**config.mk**
```make
export PLATFORM = sky130hd
export DESIGN_NAME = if_prefetch_unit_flat
export DESIGN_NICKNAME = d
export VERILOG_FILES = /design/src/rtl/if_prefetch_unit_if.sv /design/src/rtl/if_prefetch_unit.sv /design/src/flat_wrapper.sv
export SDC_FILE = /design/constraint.sdc
export NUM_CORES = 1
export LEC_CHECK = 0
export BUFFER_PORTS_ARGS = -buffer_cell sky130_fd_sc_hd__buf_2
export CAP_MARGIN = 25
export CORE_MARGIN = 4
export CORE_UTILIZATION = 30
export DETAILED_ROUTE_END_ITERATION = 7
export MAX_ROUTING_LAYER = met4
export PLACE_DENSITY = 0.48
export SLEW_MARGIN = 10
export SYNTH_ARGS = -nofsm -noshare
export SYNTH_HDL_FRONTEND = slang
export SYNTH_SLANG_ARGS = --single-unit
```
**constraint.sdc**
```tcl
create_clock -name Clk -period 11.25 [get_ports Clk]
set_clock_uncertainty 0.1 [all_clocks]
set_input_delay 1.6875 -clock Clk [delete_from_list [all_inputs] [get_ports Clk]]
set_output_delay 1.6875 -clock Clk [all_outputs]
set_load 0.02 [all_outputs]
```
**src/rtl/if_prefetch_unit_if.sv**
```systemverilog
// if_prefetch_unit_if: memory-port and decode-side signals of the fetch stage
interface if_prefetch_unit_if #(
  parameter int ADDR_W = 32,
  parameter int INSN_W = 32
);
  logic [ADDR_W-1:0] Branch_PC;
  logic              IsBranchTaken;
  logic              Insn_Ready;
  logic              Insn_Valid;
  logic [INSN_W-1:0] Instruction;
  logic [ADDR_W-1:0] PC_Current;
  logic              Mem_Req;
  logic [ADDR_W-1:0] Mem_Addr;
  logic              Mem_Ack;
  logic [INSN_W-1:0] Mem_RData;
  modport master (
    input  Branch_PC, IsBranchTaken, Insn_Ready, Mem_Ack, Mem_RData,
    output Insn_Valid, Instruction, PC_Current, Mem_Req, Mem_Addr
  );
  modport slave (
    output Branch_PC, IsBranchTaken, Insn_Ready, Mem_Ack, Mem_RData,
    input  Insn_Valid, Instruction, PC_Current, Mem_Req, Mem_Addr
  );
endinterface

```
**src/rtl/if_prefetch_unit.sv**
```systemverilog
// if_prefetch_unit: SimpleRisc fetch stage with a DEPTH-entry prefetch queue; define IF_PERF_CNT_EN to add Fetch_Count/Flush_Count
module if_prefetch_unit #(
  parameter int ADDR_W = 32,
  parameter int INSN_W = 32,
  parameter int DEPTH = 4,
  parameter logic [ADDR_W-1:0] RESET_PC = '0
) (
  input logic Clk,
  input logic Reset,
  if_prefetch_unit_if.master bus
`ifdef IF_PERF_CNT_EN
  ,
  output logic [31:0] Fetch_Count,
  output logic [31:0] Flush_Count
`endif
);
  localparam int STEP = INSN_W / 8;
  localparam int PTR_W = $clog2(DEPTH);
  localparam int CNT_W = PTR_W + 1;
  typedef enum logic [1:0] {IDLE, REQ, DISCARD} state_t;
  state_t state, state_d;
  logic [ADDR_W-1:0] fetch_pc, fetch_pc_d, addr_d, tgt, base, next_pc;
  logic req_d;
  logic [ADDR_W-1:0] pc_q [DEPTH];
  logic [INSN_W-1:0] insn_q [DEPTH];
  logic [PTR_W-1:0] rd_ptr, wr_ptr;
  logic [CNT_W-1:0] count, count_d;
  logic redirect, push, pop, room;
  assign redirect = bus.IsBranchTaken;
  assign push = state == REQ && bus.Mem_Ack && !redirect;
  assign pop = bus.Insn_Valid && bus.Insn_Ready && !redirect;
  assign count_d = redirect ? '0 : count + CNT_W'(push) - CNT_W'(pop);
  assign room = count_d < CNT_W'(DEPTH);
  assign tgt = bus.Branch_PC & ~ADDR_W'(STEP - 1);
  assign base = redirect ? tgt : fetch_pc;
  assign next_pc = fetch_pc + ADDR_W'(STEP);
  assign bus.Insn_Valid = count != '0;
  assign bus.Instruction = insn_q[rd_ptr];
  assign bus.PC_Current = pc_q[rd_ptr];
  // fetch sequencer: next state, request strobe, request address and fetch PC
  always_comb begin
    state_d = state;
    req_d = bus.Mem_Req;
    addr_d = bus.Mem_Addr;
    fetch_pc_d = base;
    if (state == IDLE) begin
      if (redirect || room) begin
        state_d = REQ;
        req_d = 1'b1;
        addr_d = base;
      end
    end else if (state == REQ) begin
      if (bus.Mem_Ack && !redirect) begin
        fetch_pc_d = next_pc;
        addr_d = room ? next_pc : bus.Mem_Addr;
        req_d = room;
        state_d = room ? REQ : IDLE;
      end else if (bus.Mem_Ack) begin
        addr_d = base;
      end else if (redirect) begin
        state_d = DISCARD;
      end
    end else if (bus.Mem_Ack) begin
      state_d = REQ;
      addr_d = base;
    end
  end
  // sequencer registers; reset drops the request at once
  always_ff @(posedge Clk or posedge Reset) begin
    if (Reset) begin
      state <= IDLE;
      bus.Mem_Req <= 1'b0;
      bus.Mem_Addr <= RESET_PC;
      fetch_pc <= RESET_PC;
    end else begin
      state <= state_d;
      bus.Mem_Req <= req_d;
      bus.Mem_Addr <= addr_d;
      fetch_pc <= fetch_pc_d;
    end
  end
  // prefetch queue: a redirect empties it by snapping the read pointer to the write pointer
  always_ff @(posedge Clk or posedge Reset) begin
    if (Reset) begin
      rd_ptr <= '0;
      wr_ptr <= '0;
      count <= '0;
      for (int i = 0; i < DEPTH; i++) begin
        pc_q[i] <= '0;
        insn_q[i] <= '0;
      end
    end else begin
      count <= count_d;
      if (redirect) rd_ptr <= wr_ptr;
      else if (pop) rd_ptr <= rd_ptr + PTR_W'(1);
      if (push) begin
        pc_q[wr_ptr] <= bus.Mem_Addr;
        insn_q[wr_ptr] <= bus.Mem_RData;
        wr_ptr <= wr_ptr + PTR_W'(1);
      end
    end
  end
`ifdef IF_PERF_CNT_EN
  // fetch and redirect event counters, free-running modulo 2^32
  always_ff @(posedge Clk or posedge Reset) begin
    if (Reset) begin
      Fetch_Count <= '0;
      Flush_Count <= '0;
    end else begin
      Fetch_Count <= Fetch_Count + 32'(push);
      Flush_Count <= Flush_Count + 32'(redirect);
    end
  end
`endif
endmodule

```
**src/flat_wrapper.sv**
```systemverilog
// flat-port wrapper written by rule: the top's interface ports become plain ports
module if_prefetch_unit_flat 
#(
  parameter int ADDR_W = 32,
  parameter int INSN_W = 32,
  parameter int DEPTH = 4,
  parameter logic [ADDR_W-1:0] RESET_PC = '0
)
  (Clk, Reset, bus_Branch_PC, bus_IsBranchTaken, bus_Insn_Ready, bus_Mem_Ack, bus_Mem_RData, bus_Insn_Valid, bus_Instruction, bus_PC_Current, bus_Mem_Req, bus_Mem_Addr);
  if_prefetch_unit_if #(.ADDR_W(ADDR_W), .INSN_W(INSN_W)) bus_i ();
  input logic Clk;
  input logic Reset;
  input wire logic [$bits(bus_i.Branch_PC)-1:0] bus_Branch_PC;
  input wire logic [$bits(bus_i.IsBranchTaken)-1:0] bus_IsBranchTaken;
  input wire logic [$bits(bus_i.Insn_Ready)-1:0] bus_Insn_Ready;
  input wire logic [$bits(bus_i.Mem_Ack)-1:0] bus_Mem_Ack;
  input wire logic [$bits(bus_i.Mem_RData)-1:0] bus_Mem_RData;
  output wire logic [$bits(bus_i.Insn_Valid)-1:0] bus_Insn_Valid;
  output wire logic [$bits(bus_i.Instruction)-1:0] bus_Instruction;
  output wire logic [$bits(bus_i.PC_Current)-1:0] bus_PC_Current;
  output wire logic [$bits(bus_i.Mem_Req)-1:0] bus_Mem_Req;
  output wire logic [$bits(bus_i.Mem_Addr)-1:0] bus_Mem_Addr;
  assign bus_i.Branch_PC = bus_Branch_PC;
  assign bus_i.IsBranchTaken = bus_IsBranchTaken;
  assign bus_i.Insn_Ready = bus_Insn_Ready;
  assign bus_i.Mem_Ack = bus_Mem_Ack;
  assign bus_i.Mem_RData = bus_Mem_RData;
  assign bus_Insn_Valid = bus_i.Insn_Valid;
  assign bus_Instruction = bus_i.Instruction;
  assign bus_PC_Current = bus_i.PC_Current;
  assign bus_Mem_Req = bus_i.Mem_Req;
  assign bus_Mem_Addr = bus_i.Mem_Addr;
  if_prefetch_unit #(.ADDR_W(ADDR_W), .INSN_W(INSN_W), .DEPTH(DEPTH), .RESET_PC(RESET_PC)) u_core (.Clk(Clk), .Reset(Reset), .bus(bus_i));
endmodule
```
Word level (Yosys, flattened, before mapping)

Cells that the tools add are included.

Bits in registers: 330
Bits of input ports: 69

Add/sub/neg operators: 5
Magnitude comparators: 4
Eq/ne operators: 4
Multiplexer cells: 35
Bitwise operators: 2
Reduce and logical (&&, ||, !) cells: 18

Operators with widths:

| kind                    | count |
|---|---|
| $mux W32                | 15 |
| $bwmux W128             | 2 |
| $bmux W32 S2            | 2 |
| $demux W32 S2           | 1 |
| $add A32 B3 Y32 const B | 1 |
| $mux W2                 | 9 |
| $ge A3 B3 Y1 const B    | 2 |
| $logic_and A1 B1 Y1     | 6 |
| $not A2 Y3              | 2 |
| $reduce_bool A2 Y1      | 3 |
| $reduce_bool A3 Y1      | 2 |
| $mux W1                 | 5 |
| $add A2 B1 Y2 const B   | 2 |
| $ne A4 B3 Y1 const B    | 1 |
| $ne A4 B4 Y1 const B    | 1 |
| $reduce_and A4 Y1       | 1 |
| $reduce_bool A4 Y1      | 1 |
| $add A3 B1 Y3           | 1 |
| $lt A3 B1 Y1 const B    | 1 |
| $lt A3 B3 Y1 const B    | 1 |
| $mux W3                 | 1 |
| $reduce_and A3 Y1       | 1 |
| $sub A3 B1 Y3           | 1 |
| $eq A2 B1 Y1 const B    | 1 |
| 5 further kinds         | 5 |

Depth between registers and ports, before layout

Gate-level depths: netlist of run 1.

Depth in word-level cells: 11
Gate-level depth with buffers: 16

Worst setup path after synthesis of run 1

Ideal clock, no wire load.

Path type: input -> register
From: input bus_IsBranchTaken
To: register u_core.bus.Mem_Addr[0]
Library setup time: 125 ps
Data arrival time: 4620 ps
Path slack: 6405 ps
Cell stages on the path: 15
Path buffers: 5
Cells stage by stage: buf_2 -> buf_2 -> buf_1 -> clkbuf_1 -> nor2_1 -> ha_1 -> inv_1 -> ha_1 -> inv_1 -> fa_1 -> xor3_1 -> and3_1 -> clkbuf_1 -> nor2_4 -> mux2_2

Word-level cells in the longest chain between the ends: 9

RTL lines:

| element                            | line                                                                   | text |
|---|---|---|
| from (decl)                        | flat_wrapper.sv:14                                                     | `input wire logic [$bits(bus_i.IsBranchTaken)-1:0] bus_IsBranchTaken;` |
| $logic_not A1 Y1                   | if_prefetch_unit.sv:30, if_prefetch_unit.sv:31, if_prefetch_unit.sv:53 |  |
| $logic_and A1 B1 Y1                | if_prefetch_unit.sv:30                                                 | `assign push = state == REQ && bus.Mem_Ack && !redirect;` |
| $add A3 B1 Y3                      | if_prefetch_unit.sv:32                                                 | `assign count_d = redirect ? '0 : count + CNT_W'(push) - CNT_W'(pop);` |
| $sub A3 B1 Y3                      | if_prefetch_unit.sv:32                                                 |  |
| $mux W3                            | if_prefetch_unit.sv:32                                                 |  |
| $lt A3 B3 Y1                       | if_prefetch_unit.sv:33                                                 | `assign room = count_d < CNT_W'(DEPTH);` |
| $logic_or A1 B1 Y1                 | if_prefetch_unit.sv:47                                                 | `if (redirect \|\| room) begin` |
| $ne A2 B2 Y1 (no source line)      | n/a                                                                    |  |
| $reduce_and A2 Y1 (no source line) | n/a                                                                    |  |
| to (signal assigned)               | if_prefetch_unit.sv:78                                                 | `bus.Mem_Addr <= addr_d;` |
| to (decl)                          | if_prefetch_unit_if.sv:18                                              | `output Insn_Valid, Instruction, PC_Current, Mem_Req, Mem_Addr` |

Several ways; a longest one is shown, not always the timed one. The select of a mux whose other input is x is not followed.
A chain may end at the register's enable or synchronous reset.

Worst setup path after layout of run 1

From: input bus_IsBranchTaken
To: register u_core.bus.Mem_Addr[14]

The elaborated chain is that of the path after synthesis.

==> results of run 1 <==
==> kinds of logic after synthesis <==
| logic type | after synthesis | synth area share (%) |
|---|---|---|
| buffers and inverters | 92 | 2.81 |
| AO/OA/AOI/OAI | 121 | 5.08 |
| flip-flops | 330 | 53.4 |
| multiplexers | 335 | 29.0 |
| AND/OR/NAND/NOR | 191 | 6.46 |
| XOR/XNOR | 42 | 2.57 |
| adder cells (fa/ha/maj) | 8 | 0.696 |
==> state kept, by name, summed over array words and instances, names as in the netlist <==
register and flops:
u_core.pc_q 128, u_core.state 2, u_core.count 3, u_core.bus.Mem_Req 1, u_core.wr_ptr 2, u_core.insn_q 128
u_core.bus.Mem_Addr 32, u_core.rd_ptr 2, u_core.fetch_pc 32
==> final cells by class <==
cell class / instances / area (µm²)
fill: 4901 / 32300
sequential: 330 / 8270
multi-input combinational: 697 / 6790
clock buffer: 61 / 1220
timing repair buffer: 179 / 973
tap: 672 / 841
clock inverter: 11 / 109
inverter: 13 / 56.3
antenna: 1 / 2.50
==> worst reg2reg max path: cells and delay by family (launching register included) <==
kind | cells | cell delay (ns)
AO/OA/AOI/OAI | 2 | 0.22
buffers and inverters | 4 | 1.13
XOR/XNOR | 1 | 0.24
AND/OR/NAND/NOR | 3 | 1.25
flip-flops | 1 | 0.53
adder cells (fa/ha/maj) | 2 | 0.64
==> cell usage after synthesis, types with 15 or more instances <==
cell and n:
sky130_fd_sc_hd__a21oi_1 26, sky130_fd_sc_hd__buf_2 45, sky130_fd_sc_hd__clkbuf_1 15, sky130_fd_sc_hd__dfrtp_1 330, sky130_fd_sc_hd__mux2_1 21, sky130_fd_sc_hd__mux2_2 241
sky130_fd_sc_hd__mux4_2 64, sky130_fd_sc_hd__nand2_1 57, sky130_fd_sc_hd__nand3_1 22, sky130_fd_sc_hd__nor2_1 35, sky130_fd_sc_hd__nor3_1 17, sky130_fd_sc_hd__o21ai_0 40
sky130_fd_sc_hd__xnor2_1 29
==> metrics by stage <==
step	power (W)	hold slack, ns	instance area [µm²]
after floorplan	0.00343	0.359	15500
after global placement	0.00408	0.369	16900
after detailed placement	0.00413	0.378	16900
after CTS	0.00547	0.390	18200
after global routing	0.00570	0.397	18300
final	0.00537	0.384	18300
==> routing by layer <==
| metal | vias to the layer above | track usage (%) | routed length [µm] |
|---|---|---|---|
| li1 | 4423 | - | - |
| met1 | 5131 | 20.9 | 18900 |
| met2 | 209 | 23.9 | 19600 |
| met3 | 64 | 3.12 | 2060 |
| met4 | 0 | 3.78 | 841 |
| met5 | - | - | 0 |
==> power groups by stage <==
| stage | clock [W] | sequential, W | combinational [W] |
|---|---|---|---|
| 2_1_floorplan | 0 | 0.00199 | 0.00145 |
| 3_3_place_gp | 0 | 0.00211 | 0.00197 |
| 3_5_place_dp | 0 | 0.00213 | 0.00200 |
| 4_1_cts | 0.00135 | 0.00211 | 0.00200 |
| 5_1_grt | 0.00140 | 0.00218 | 0.00212 |
| 6_report | 0.00131 | 0.00210 | 0.00196 |
==> how the worst max path moves through the flow <==
| stage | startpoint | endpoint | depth (start not counted) |
|---|---|---|---|
| 2_1_floorplan | Reset | u_core.bus.Mem_Addr[0] | 1 |
| 3_3_place_gp | bus_IsBranchTaken | u_core.bus.Mem_Addr[29] | 12 |
| 3_5_place_dp | bus_IsBranchTaken | u_core.bus.Mem_Addr[28] | 12 |
| 4_1_cts | bus_IsBranchTaken | u_core.bus.Mem_Addr[29] | 12 |
| 5_1_grt | bus_IsBranchTaken | u_core.bus.Mem_Addr[14] | 14 |
| 6_report | bus_IsBranchTaken | u_core.bus.Mem_Addr[14] | 14 |
==> insert_results.sql, run 1 <==
INSERT INTO impl_metrics (metric_group, metric, value, unit) VALUES
('synth', 'synth_fp_nets', '1196', ''),
('route', 'firstDrtPassIters', '5', ''),
('floorplanning', 'die_area', '55200', 'µm²'),
('finish', 'area_growth_syn_to_layout', '18.1', '%'),
('job', 'number_of_max_cap_violations', '0', ''),
('critical_path', 'cp_slowest_stage_delay', '0.53', 'ns'),
('synth', 'synth_async_sr_flop_share', '100', '%'),
('clocking', 'cts-root-to-sink-buffers', '3', ''),
('timing', 'slew_hr', '36.9', '%'),
('power_and_ir_drop', 'power.density', '294', 'nW/µm²'),
('synth', 'netlist-cell-type-count', '69', ''),
('critical_path', 'r2r-start', 'u_core.state[1]', ''),
('placed_design', 'gp_weighted_congestion', '0.800', ''),
('timing', 'final.setup.worst_slack', '6.04', 'ns'),
('grt', 'global_route.overflow_total', '0', ''),
('route', 'ant_nets', '0', ''),
('critical_path', 'path_common_cell', 'sky130_fd_sc_hd__buf_4', ''),
('placed_design', 'dp.cells', '1888', ''),
('placed_design', 'place.detailed.hpwl', '25900', 'µm'),
('critical_path', 'worstReg2RegEnd', 'u_core.bus.Mem_Addr[14]', ''),
('timing', 'timing.final.max_slew_violations', '0', ''),
('timing', 'unrepaired_setup_endpoints_after_global_routing', 'no', ''),
('clocking', 'post_cts_resized', '0', ''),
('finish', 'final_nets', '1339', ''),
('critical_path', 'critical_path_peak_fanout', '41', ''),
('route', 'detail_route.wirelength', '41400', 'µm'),
('timing', 'finalSetupViolCount', '0', ''),
('clocking', 'clock_tree.root_cell', 'sky130_fd_sc_hd__clkbuf_16', ''),
('clocking', 'post-cts-setup-buffer-count', '0', ''),
('clocking', 'cts_tree', 'done', ''),
('power_and_ir_drop', 'power.static_leakage', '8.04', 'nW'),
('finish', 'fin_util', '36.1', '%'),
('power_and_ir_drop', 'p_switching', '0.00190', 'W'),
('synth', 'synth_top_cell_area_share', '53.4', '%'),
('finish', 'final_common_cell', 'sky130_fd_sc_hd__dfrtp_1', ''),
('clocking', 'postCtsHoldBufs', '0', ''),
('power_and_ir_drop', 'p_sw_share', '35.5', '%'),
('clocking', 'cts.sink_count', '330', ''),
('floorplanning', 'num_io_pins', '167', ''),
('critical_path', 'critical_path.cell_chain', 'buf_2 > buf_4 > nand4bb_1 > buf_4 > inv_2 > ha_1 > inv_1 > fa_1 > xor3_1 > nand3_1 > nand2_1 > buf_8 > a21oi_1 > o21ai_0', ''),
('finish', 'mostFrequentLayoutCells', '328 x sky130_fd_sc_hd__dfrtp_1, 241 x sky130_fd_sc_hd__mux2_2, 164 x sky130_fd_sc_hd__buf_2, 64 x sky130_fd_sc_hd__mux4_2, 57 x sky130_fd_sc_hd__nand2_1', ''),
('route', 'first_iter_violations', '517', ''),
('critical_path', 'ff2ff_path_depth', '12', ''),
('grt', 'grt_util_all_layers', '15.4', '%'),
('critical_path', 'critical_path_required', '11.56', 'ns'),
('synth', 'syn-cell-area', '15500', 'µm²'),
('critical_path', 'number_of_buffers_and_inverters_on_the_critical_path', '6', ''),
('synth', 'netlist_instances', '1119', ''),
('synth', 'synth_enable_flop_cells', '0', ''),
('floorplanning', 'floorplan.die.height', '235', 'µm'),
('power_and_ir_drop', 'relative_contribution_of_the_clock_network_to_total_power', '24.3', '%'),
('outcome', 'outcome', 'finished, final reports clean', ''),
('grt', 'antenna_violations_before_repair', '1', ''),
('worst_hold_path', 'hp-start', 'u_core.pc_q[12]', ''),
('critical_path', 'critPathKind', 'in2reg', ''),
('worst_hold_path', 'min_path_cells', '1', ''),
('placed_design', 'io_buffers', '164', ''),
('timing', 'final_critical_period', '5.21', 'ns'),
('grt', 'grt_pass1_wl', '65100', 'µm'),
('clocking', 'cts_inserted_buffers', '41', ''),
('placed_design', 'dpl_ws', '5.24', 'ns'),
('synth', 'synth.ff_latch_count', '330', ''),
('clocking', 'cts.clk_slew.worst_paths', '0.06', 'ns'),
('finish', 'fin_cells', '1964', ''),
('synth', 'postSynth.topFlopCell', 'sky130_fd_sc_hd__dfrtp_1', ''),
('critical_path', 'worstSetupEndpointType', 'flop', ''),
('power_and_ir_drop', 'power.internal', '0.00346', 'W'),
('critical_path', 'path_delay_family', 'buffers and inverters', ''),
('timing', 'setup_tns', '0', 'ns'),
('grt', 'first_global_vias', '10424', ''),
('power_and_ir_drop', 'vdd_drop_max', '0.109', 'mV');
(Power assumes the default switching activity.)
==> inputs of run 2 (changes only) <==
--- a/config.mk
+++ b/config.mk
@@ -11,7 +11,7 @@
 export CORE_UTILIZATION = 30
 export DETAILED_ROUTE_END_ITERATION = 7
 export MAX_ROUTING_LAYER = met4
-export PLACE_DENSITY = 0.48
+export PLACE_DENSITY = 0.46
 export SLEW_MARGIN = 10
 export SYNTH_ARGS = -nofsm -noshare
 export SYNTH_HDL_FRONTEND = slang
==> constraint.sdc (replaced) <==
create_clock -name Clk -period 4.9 [get_ports Clk]
set_clock_uncertainty 0.1 [all_clocks]
set_input_delay 0.735 -clock Clk [delete_from_list [all_inputs] [get_ports Clk]]
set_output_delay 0.735 -clock Clk [all_outputs]
set_load 0.02 [all_outputs]
==> insert_results.sql, run 2 (same netlist as run 1, synthesis figures left out) <==
INSERT INTO impl_metrics (metric_group, metric, value, unit) VALUES
('outcome', 'outcome', 'finished, final reports clean', ''),
('critical_path', 'critical-path-slowest-cell', 'sky130_fd_sc_hd__dfrtp_1', ''),
('finish', 'layout.filler_cells', '4981', ''),
('critical_path', 'crit_start', 'u_core.count[1]', ''),
('critical_path', 'critPathKind', 'reg2reg', ''),
('clocking', 'cts_tree', 'done', ''),
('clocking', 'cts_inserted_buffers', '41', ''),
('timing', 'timing.final.crit_share', '74.7', '%'),
('timing', 'slew_hr', '33.3', '%'),
('critical_path', 'critical_path_required', '5.24', 'ns'),
('critical_path', 'start_kind', 'flop', ''),
('grt', 'antenna_violations_before_repair', '3', ''),
('placed_design', 'io_buffers', '164', ''),
('placed_design', 'gp_weighted_congestion', '0.778', ''),
('floorplanning', 'floorplan.rows', '82', ''),
('timing', 'fmaxAchievable', '0.273', 'GHz'),
('floorplanning', 'die_area', '55200', 'µm²'),
('critical_path', 'path_delay_family', 'simple AND/OR/NAND/NOR gates', ''),
('finish', 'top_regs', 'u_core.insn_q (128), u_core.pc_q (128)', ''),
('power_and_ir_drop', 'power.density', '672', 'nW/µm²'),
('power_and_ir_drop', 'vdd_drop_max', '0.265', 'mV'),
('timing', 'finalSetupViolCount', '0', ''),
('critical_path', 'worstSetupEndpointType', 'flop', ''),
('clocking', 'insertion_delay', '0.55', 'ns'),
('clocking', 'cts.clk_slew.worst_paths', '0.06', 'ns'),
('critical_path', 'worstReg2RegEnd', 'u_core.bus.Mem_Addr[6]', ''),
('critical_path', 'r2r-start', 'u_core.count[1]', ''),
('grt', 'grt_pass1_wl', '65400', 'µm'),
('route', 'via_count', '9879', ''),
('critical_path', 'cp_slowest_stage_delay', '0.44', 'ns'),
('route', 'route.detailed.vias_per_inst', '4.99', ''),
('finish', 'mostFrequentLayoutCells', '328 x sky130_fd_sc_hd__dfrtp_1, 241 x sky130_fd_sc_hd__mux2_2, 164 x sky130_fd_sc_hd__buf_2, 64 x sky130_fd_sc_hd__mux4_2, 57 x sky130_fd_sc_hd__nand2_1', ''),
('critical_path', 'ff2ff_path_depth', '14', ''),
('worst_hold_path', 'timing.hold.worst.class', 'in2reg', ''),
('power_and_ir_drop', 'power.static_leakage', '8.12', 'nW'),
('floorplanning', 'num_io_pins', '167', ''),
('floorplanning', 'floorplan.die.height', '235', 'µm'),
('critical_path', 'arrival', '4.00', 'ns'),
('critical_path', 'cp-endpoint', 'u_core.bus.Mem_Addr[6]', ''),
('placed_design', 'place.detailed.hpwl', '27700', 'µm'),
('route', 'firstDrtPassIters', '5', ''),
('finish', 'final_nets', '1351', ''),
('critical_path', 'reg2reg_slack', '1.24', 'ns'),
('route', 'post-route-drc-count', '0', ''),
('timing', 'unrepaired_setup_endpoints_after_global_routing', 'no', ''),
('clocking', 'cts.sink_count', '330', ''),
('finish', 'final_layout_size_suffix_gt1_share', '44.4', '%'),
('critical_path', 'number_of_buffers_and_inverters_on_the_critical_path', '4', ''),
('critical_path', 'critical_path.cell_chain', 'or3_1 > nand2_1 > nor2_1 > ha_1 > inv_1 > ha_1 > inv_1 > fa_1 > xor3_1 > nand3_1 > buf_4 > nand2_1 > buf_4 > a22o_1', ''),
('timing', 'timing.final.max_slew_violations', '0', ''),
('finish', 'final_common_cell', 'sky130_fd_sc_hd__dfrtp_1', ''),
('floorplanning', 'floorplan_core_area', '50600', 'µm²'),
('route', 'ant_nets', '0', ''),
('grt', 'grt_start_max_net_pins', '93', ''),
('clocking', 'clock_tree.root_cell', 'sky130_fd_sc_hd__clkbuf_16', ''),
('job', 'number_of_max_cap_violations', '0', ''),
('grt', 'grt_util_all_layers', '15.6', '%'),
('critical_path', 'critical_path_peak_fanout', '15', ''),
('clocking', 'cts-root-to-sink-buffers', '3', ''),
('route', 'detail_route.wirelength', '42000', 'µm'),
('floorplanning', 'dieWidth', '235', 'µm'),
('floorplanning', 'start_util', '30.6', '%'),
('timing', 'tightestPinTransition', '1.00', 'ns'),
('timing', 'setup_tns', '0', 'ns'),
('finish', 'area_growth_syn_to_layout', '19.1', '%'),
('grt', 'global_route.overflow_total', '0', ''),
('timing', 'final_critical_period', '3.66', 'ns'),
('timing', 'finalHoldWorstSlack', '0.311', 'ns'),
('grt', 'first_global_vias', '10281', ''),
('route', 'post_drt_wl_per_cell', '21.2', 'µm'),
('critical_path', 'crit_cells', '14', ''),
('timing', 'finalHoldViolations', '0', ''),
('clocking', 'cts_max_level', '2', ''),
('route', 'first_iter_violations', '425', '');
run 2: where the power goes:
group	internal (W)	total [W]	leakage [nW]	switching (W)
Sequential	0.00390	0.00490	4.08	0.00101
Clock	0.00180	0.00300	0.665	0.00121
Combinational	0.00226	0.00446	3.38	0.00220
Total	0.00795	0.0124	8.12	0.00442
run 2: metrics by stage:
step	worst slack [ns]	total power (W)	instances	utilization (%)	instance area, µm²
finish	1.24	0.0124	1978	36.4	18400
global route	1.05	0.0131	1978	36.4	18400
CTS	1.18	0.0126	1975	36.3	18400
detailed placement	1.18	0.00954	1901	33.7	17000
global placement	1.23	0.00942	1901	33.7	17000
floorplan	-0.342	0.00789	1119	-	15500
run 2: layout make-up:
cell class / instances / area [µm²] / share of cell area (%)
Multi-Input combinational cell: 697 / 6790 / 36.9
Sequential cell: 330 / 8270 / 44.9
Tap cell: 672 / 841 / 4.57
Inverter: 13 / 52.6 / 0.285
Clock buffer: 60 / 1190 / 6.45
Clock inverter: 14 / 150 / 0.815
Antenna cell: 1 / 2.50 / 0.0136
Timing Repair Buffer: 191 / 1130 / 6.11
run 2: worst reg2reg max path: cells and delay by family (launching register included):
kind / cells / cell delay [ns]
buf+inv: 4 / 0.65
xor+xnor: 1 / 0.24
flops: 1 / 0.44
compound gates: 1 / 0.24
simple gates: 5 / 1.07
fa+ha+maj: 3 / 0.80
run 2: worst min path at each step:
stage / startpoint / to / slack, ns / cells past startpoint
final: bus_Branch_PC[12] / u_core.fetch_pc[12] / 0.31 / 3
after global routing: bus_Branch_PC[6] / u_core.fetch_pc[6] / 0.29 / 3
after CTS: Reset / u_core.insn_q[102] / 0.27 / 2
after detailed placement: u_core.pc_q[20] / u_core.pc_q[20] / 0.38 / 1
after global placement: u_core.pc_q[35] / u_core.pc_q[35] / 0.37 / 1
after floorplan: u_core.pc_q[35] / u_core.pc_q[35] / 0.36 / 1
run 2: routing by layer:
metal | up-vias | part of all wire (%) | global-route usage [%] | wire length [µm]
li1 | 4465 | - | - | -
met1 | 5136 | 45 | 20.4 | 18800
met2 | 217 | 49 | 25.2 | 20500
met3 | 61 | 4.4 | 3.10 | 1840
met4 | 0 | 2.0 | 3.47 | 826
met5 | - | 0 | - | 0
run 2: what timing repair did:
item,in CTS,in global routing
hold buffers,0,1
buffers inserted,0,0
hold endpoints to repair,0,6
gates resized for setup,0,0
